## src/rtl/shift_row_pipe.sv

```systemverilog
// Registered AES ShiftRows / InvShiftRows stage for Nb = 4, 6 or 8 columns.
// The row rotation is applied on the way in; each transformed beat is buffered in a small FIFO.
module shift_row_pipe #(
    parameter int NB    = 4,
    parameter int DEPTH = 2
) (
    input  logic                         clk,
    input  logic                         rst,
    input  logic                         in_valid,
    output logic                         in_ready,
    input  logic                         in_inverse,
    input  logic [7:0]                   state_array_in  [0:4*NB-1],
    output logic                         out_valid,
    input  logic                         out_ready,
    output logic [7:0]                   state_array_out [0:4*NB-1],
    output logic [$clog2(DEPTH+1)-1:0]   occupancy,
    input  logic                         clear
);

    localparam int NBYTES = 4 * NB;
    localparam int OW     = $clog2(DEPTH + 1);
    localparam int PW     = (DEPTH > 1) ? $clog2(DEPTH) : 1;

    generate
        if (!(NB == 4 || NB == 6 || NB == 8)) begin : g_bad_nb
            $error("shift_row_pipe: NB must be 4, 6 or 8");
        end
        if (DEPTH < 1 || DEPTH > 8) begin : g_bad_depth
            $error("shift_row_pipe: DEPTH must be in 1..8");
        end
    endgenerate

    // Rijndael row offsets: rows 2 and 3 shift one further for the 256-bit block.
    function automatic int row_off(input int r);
        if (NB == 8 && r >= 2) return r + 1;
        return r;
    endfunction

    function automatic int src_col(input int c, input int r, input logic inv);
        if (inv) return (c - row_off(r) + NB) % NB;
        return (c + row_off(r)) % NB;
    endfunction

    function automatic logic [PW-1:0] ptr_inc(input logic [PW-1:0] p);
        if (p == PW'(DEPTH - 1)) return '0;
        return p + PW'(1);
    endfunction

    logic [7:0]    shifted [0:NBYTES-1];
    logic [7:0]    mem_q   [0:DEPTH-1][0:NBYTES-1];
    logic [PW-1:0] wr_ptr_q, wr_ptr_d;
    logic [PW-1:0] rd_ptr_q, rd_ptr_d;
    logic [OW-1:0] occ_q, occ_d;
    logic          push, pop;

    always_comb begin
        for (int c = 0; c < NB; c++) begin
            for (int r = 0; r < 4; r++) begin
                shifted[4*c + r] = state_array_in[4*src_col(c, r, in_inverse) + r];
            end
        end
    end

    assign in_ready  = (occ_q < OW'(DEPTH));
    assign out_valid = (occ_q != '0);
    assign occupancy = occ_q;
    assign push      = in_valid & in_ready;
    assign pop       = out_valid & out_ready;

    always_comb begin
        for (int i = 0; i < NBYTES; i++) begin
            state_array_out[i] = mem_q[rd_ptr_q][i];
        end
    end

    always_comb begin
        wr_ptr_d = wr_ptr_q;
        rd_ptr_d = rd_ptr_q;
        occ_d    = occ_q;
        if (push) wr_ptr_d = ptr_inc(wr_ptr_q);
        if (pop)  rd_ptr_d = ptr_inc(rd_ptr_q);
        case ({push, pop})
            2'b10:   occ_d = occ_q + OW'(1);
            2'b01:   occ_d = occ_q - OW'(1);
            default: occ_d = occ_q;
        endcase
    end

    // Storage is cleared by reset so an idle output reads as zeros; clear only
    // rewinds the pointers and drops any beat pushed in the same cycle.
    always_ff @(posedge clk) begin
        if (rst) begin
            wr_ptr_q <= '0;
            rd_ptr_q <= '0;
            occ_q    <= '0;
            for (int d = 0; d < DEPTH; d++) begin
                for (int i = 0; i < NBYTES; i++) begin
                    mem_q[d][i] <= 8'h00;
                end
            end
        end else if (clear) begin
            wr_ptr_q <= '0;
            rd_ptr_q <= '0;
            occ_q    <= '0;
        end else begin
            wr_ptr_q <= wr_ptr_d;
            rd_ptr_q <= rd_ptr_d;
            occ_q    <= occ_d;
            if (push) begin
                for (int i = 0; i < NBYTES; i++) begin
                    mem_q[wr_ptr_q][i] <= shifted[i];
                end
            end
        end
    end

endmodule

```

## config.mk

```make
export PLATFORM = sky130hd
export DESIGN_NAME = shift_row_pipe
export DESIGN_NICKNAME = d
export VERILOG_FILES = /design/src/rtl/shift_row_pipe.sv
export SDC_FILE = /design/constraint.sdc
export NUM_CORES = 1
export LEC_CHECK = 0
export BUFFER_PORTS_ARGS = -buffer_cell sky130_fd_sc_hd__buf_2
export CAP_MARGIN = 10
export CORE_MARGIN = 2
export CORE_UTILIZATION = 54
export DETAILED_ROUTE_END_ITERATION = 8
export PLACE_DENSITY = 0.91
export SLEW_MARGIN = 25
export SYNTH_ARGS = -nofsm -noshare
export SYNTH_HDL_FRONTEND = slang
export SYNTH_SLANG_ARGS = --single-unit
```

## constraint.sdc

```tcl
create_clock -name clk -period 5.9 [get_ports clk]
set_input_delay 1.18 -clock clk [delete_from_list [all_inputs] [get_ports clk]]
set_output_delay 1.18 -clock clk [all_outputs]
set_load 0.03 [all_outputs]
```

==> results.md <==
- CTS sink count: 261
- Hold Buf Count CTS: 0
- Post-Synthesis Net Count: 917
- RSZ-0062 raised after global routing: false
- First-pass GRT wire length: 37.20 mm
- Syn. warnings: 0
- Initial Utilization: 0.5504
- IO Count: 266
- Cells after synthesis: 782
- Clk_lat worst skew: 0.52 ns
- Cts repair resizes: 0
- Final worst path period need: 3.697 ns
- Peak Freq: 0.2705 GHz
- Iteration count of the initial detailed-routing pass: 5
- Core ar.: 0.02109 mm^2
- Ant diodes: 0
- Hold Vio Cnt, Final: 0
- Filler instances: 1496
- Yosys reg bits: 261
- Most frequent cells in the layout: buf_2 (264), edfxtp_1 (256), mux2_2 (128), nor2_1 (128), and2_1 (120)
- H-tree depth reported by CTS: 1
- Die W: 150.6 um
- Synth cell types: 27
- Row count: 53
- Worst VDD drop: 0.1932 mV
- Port Buffers: 265
- Hold slack: 0.5669 ns
- Commonest non-fill, non-tap cell in the layout: buf_2
- Sequential share of the synthesized area: 0.6710
- Clock Tree Root: clkbuf_16
- CP Class: in2reg
- Share of layout cells above drive strength 1: 0.4204
- Status: complete, no violations
- Gr usage total: 0.2102
- Fin Setup TNS: 0 ns
- Critical Path Fanout Max: 67
- Drt drc: 0
- Clock-pin transition on the worst setup and hold timing paths: 0.06 ns
- Slew @ Worst Pin: 0.9442 ns
- Final core utilization: 0.6597
- CP arrival: 3.87 ns
- Die area: 0.02268 mm^2
- Post-route antenna net violation count: 0
- Relative slew slack: 0.3705
- Layout area overhead: 19.86%
- CTS tree: yes
- Final period utilization: 0.6266
- Power per cell area: 303.4 mW/mm^2
- DR vias/cell: 5.351
- Largest net degree at the start of global routing: 129
- HP Class: reg2reg
- Critical Path Start Type: input port
- Wirelength per Cell: 18.44 um
- CP required: 6.07 ns
- Initial antenna violation count: 0
- Drt first-iter violations: 373
- Max-cap viol count: 0
- Synthesized cell area: 0.01161 mm^2
- Clock Tree Buf Depth: 3
- Total gr overflow: 0
- Final slew viol count: 0
- Setup Skew: 0.008735 ns
- Nets: 1166
- Post-Route WL: 24.41 mm
- GP Congestion: 0.7303
- Leakage: 5.897 nW
- CTS buffer count: 27
- Detailed placement HPWL: 15.33 mm
- Vias in the first global route: 7437
- Crit path capture type: flop
- Die height: 150.6 um
- Final Setup Violations: 0
- Post-CTS Setup Inserts: 0
- Via count: 7085
- Syn_area_per_cell: 14.84 um^2
critical path, stage by stage:
cell	delay (ns)
buf_2	0.15
nor4b_4	0.25
buf_4	0.53
nand2b_2	0.10
buf_4	0.35
nand2b_4	0.78
buf_12	0.41
layout make-up:
type,instances,area (um^2),share of cell area
repair buffers,270,1408,0.1012
inverters,1,3.754,0.0002698
well taps,275,344.1,0.02473
clock buffers,32,694.4,0.04992
flip-flops and latches,261,7791,0.5601
multi-input cells,470,3572,0.2568
clock inverters,15,97.59,0.007016
through the flow:
step	total power [mW]	cell area [um^2]	std cells	worst slack, ns
final	4.221	13910	1324	2.203
after global placement	2.702	13120	1277	1.670
after global routing	4.359	13910	1324	1.959
after CTS	4.247	13910	1324	2.151
after detailed placement	2.721	13120	1277	1.622
after floorplan	2.552	11610	782	0.7083
layer usage:
metal  up-vias  wire length, um  GRT usage
met5         -                0          0
met4         0              637    0.06636
met3        46             1731    0.04091
met2       258            12510     0.3723
met1      3473             9530     0.2606
li1       3308                -          -
flip-flops by register name, summed over array words and instances, names as in the netlist, named ones only:
register   flops
wr_ptr_q       1
rd_ptr_q       1
occupancy      2
mem_q        256
cell usage after synthesis, drive strengths merged:
cell type,instances,share of area
a211oi,1,0.00065
a21o,2,0.0013
and2,120,0.065
and3,8,0.0043
buf,34,0.018
clkbuf,16,0.0053
dfxtp,5,0.0086
edfxtp,256,0.66
ha,1,0.0011
inv,1,0.00032
mux2,128,0.12
mux2i,64,0.055
nand2b,3,0.0016
nor2,129,0.043
nor3,4,0.0017
nor4b,1,0.0013
o21a,1,0.00065
o21ai,1,0.00043
or2,1,0.00054
or3,1,0.00054
or4b,1,0.0012
xnor2,2,0.0015
xor2,2,0.0015
power breakdown:
part | internal [mW] | switching (mW) | total (mW)
Clock | 0.878 | 0.663 | 1.54
Sequential | 2.15 | 0.0272 | 2.18
Combinational | 0.175 | 0.329 | 0.505
cells by family after synthesis:
family | count (synthesis) | synth area share
simple gates | 268 | 0.1190
compound gates | 5 | 0.003018
xor+xnor | 4 | 0.003019
buf+inv | 51 | 0.02350
mux | 192 | 0.1794
flops | 261 | 0.6710
fa+ha+maj | 1 | 0.001078
path summary, 6_finish.rpt:
kind	startpoint	slack (ns)	cells past startpoint	endpoint
setup / recovery	clear	2.20	7	mem_q[0][8]
hold / removal	rd_ptr_q	0.57	2	rd_ptr_q
setup reg to reg	occupancy[1]	2.56	6	mem_q[0][8]
hold reg to reg	rd_ptr_q	0.57	2	rd_ptr_q
(Power assumes the default switching activity.)
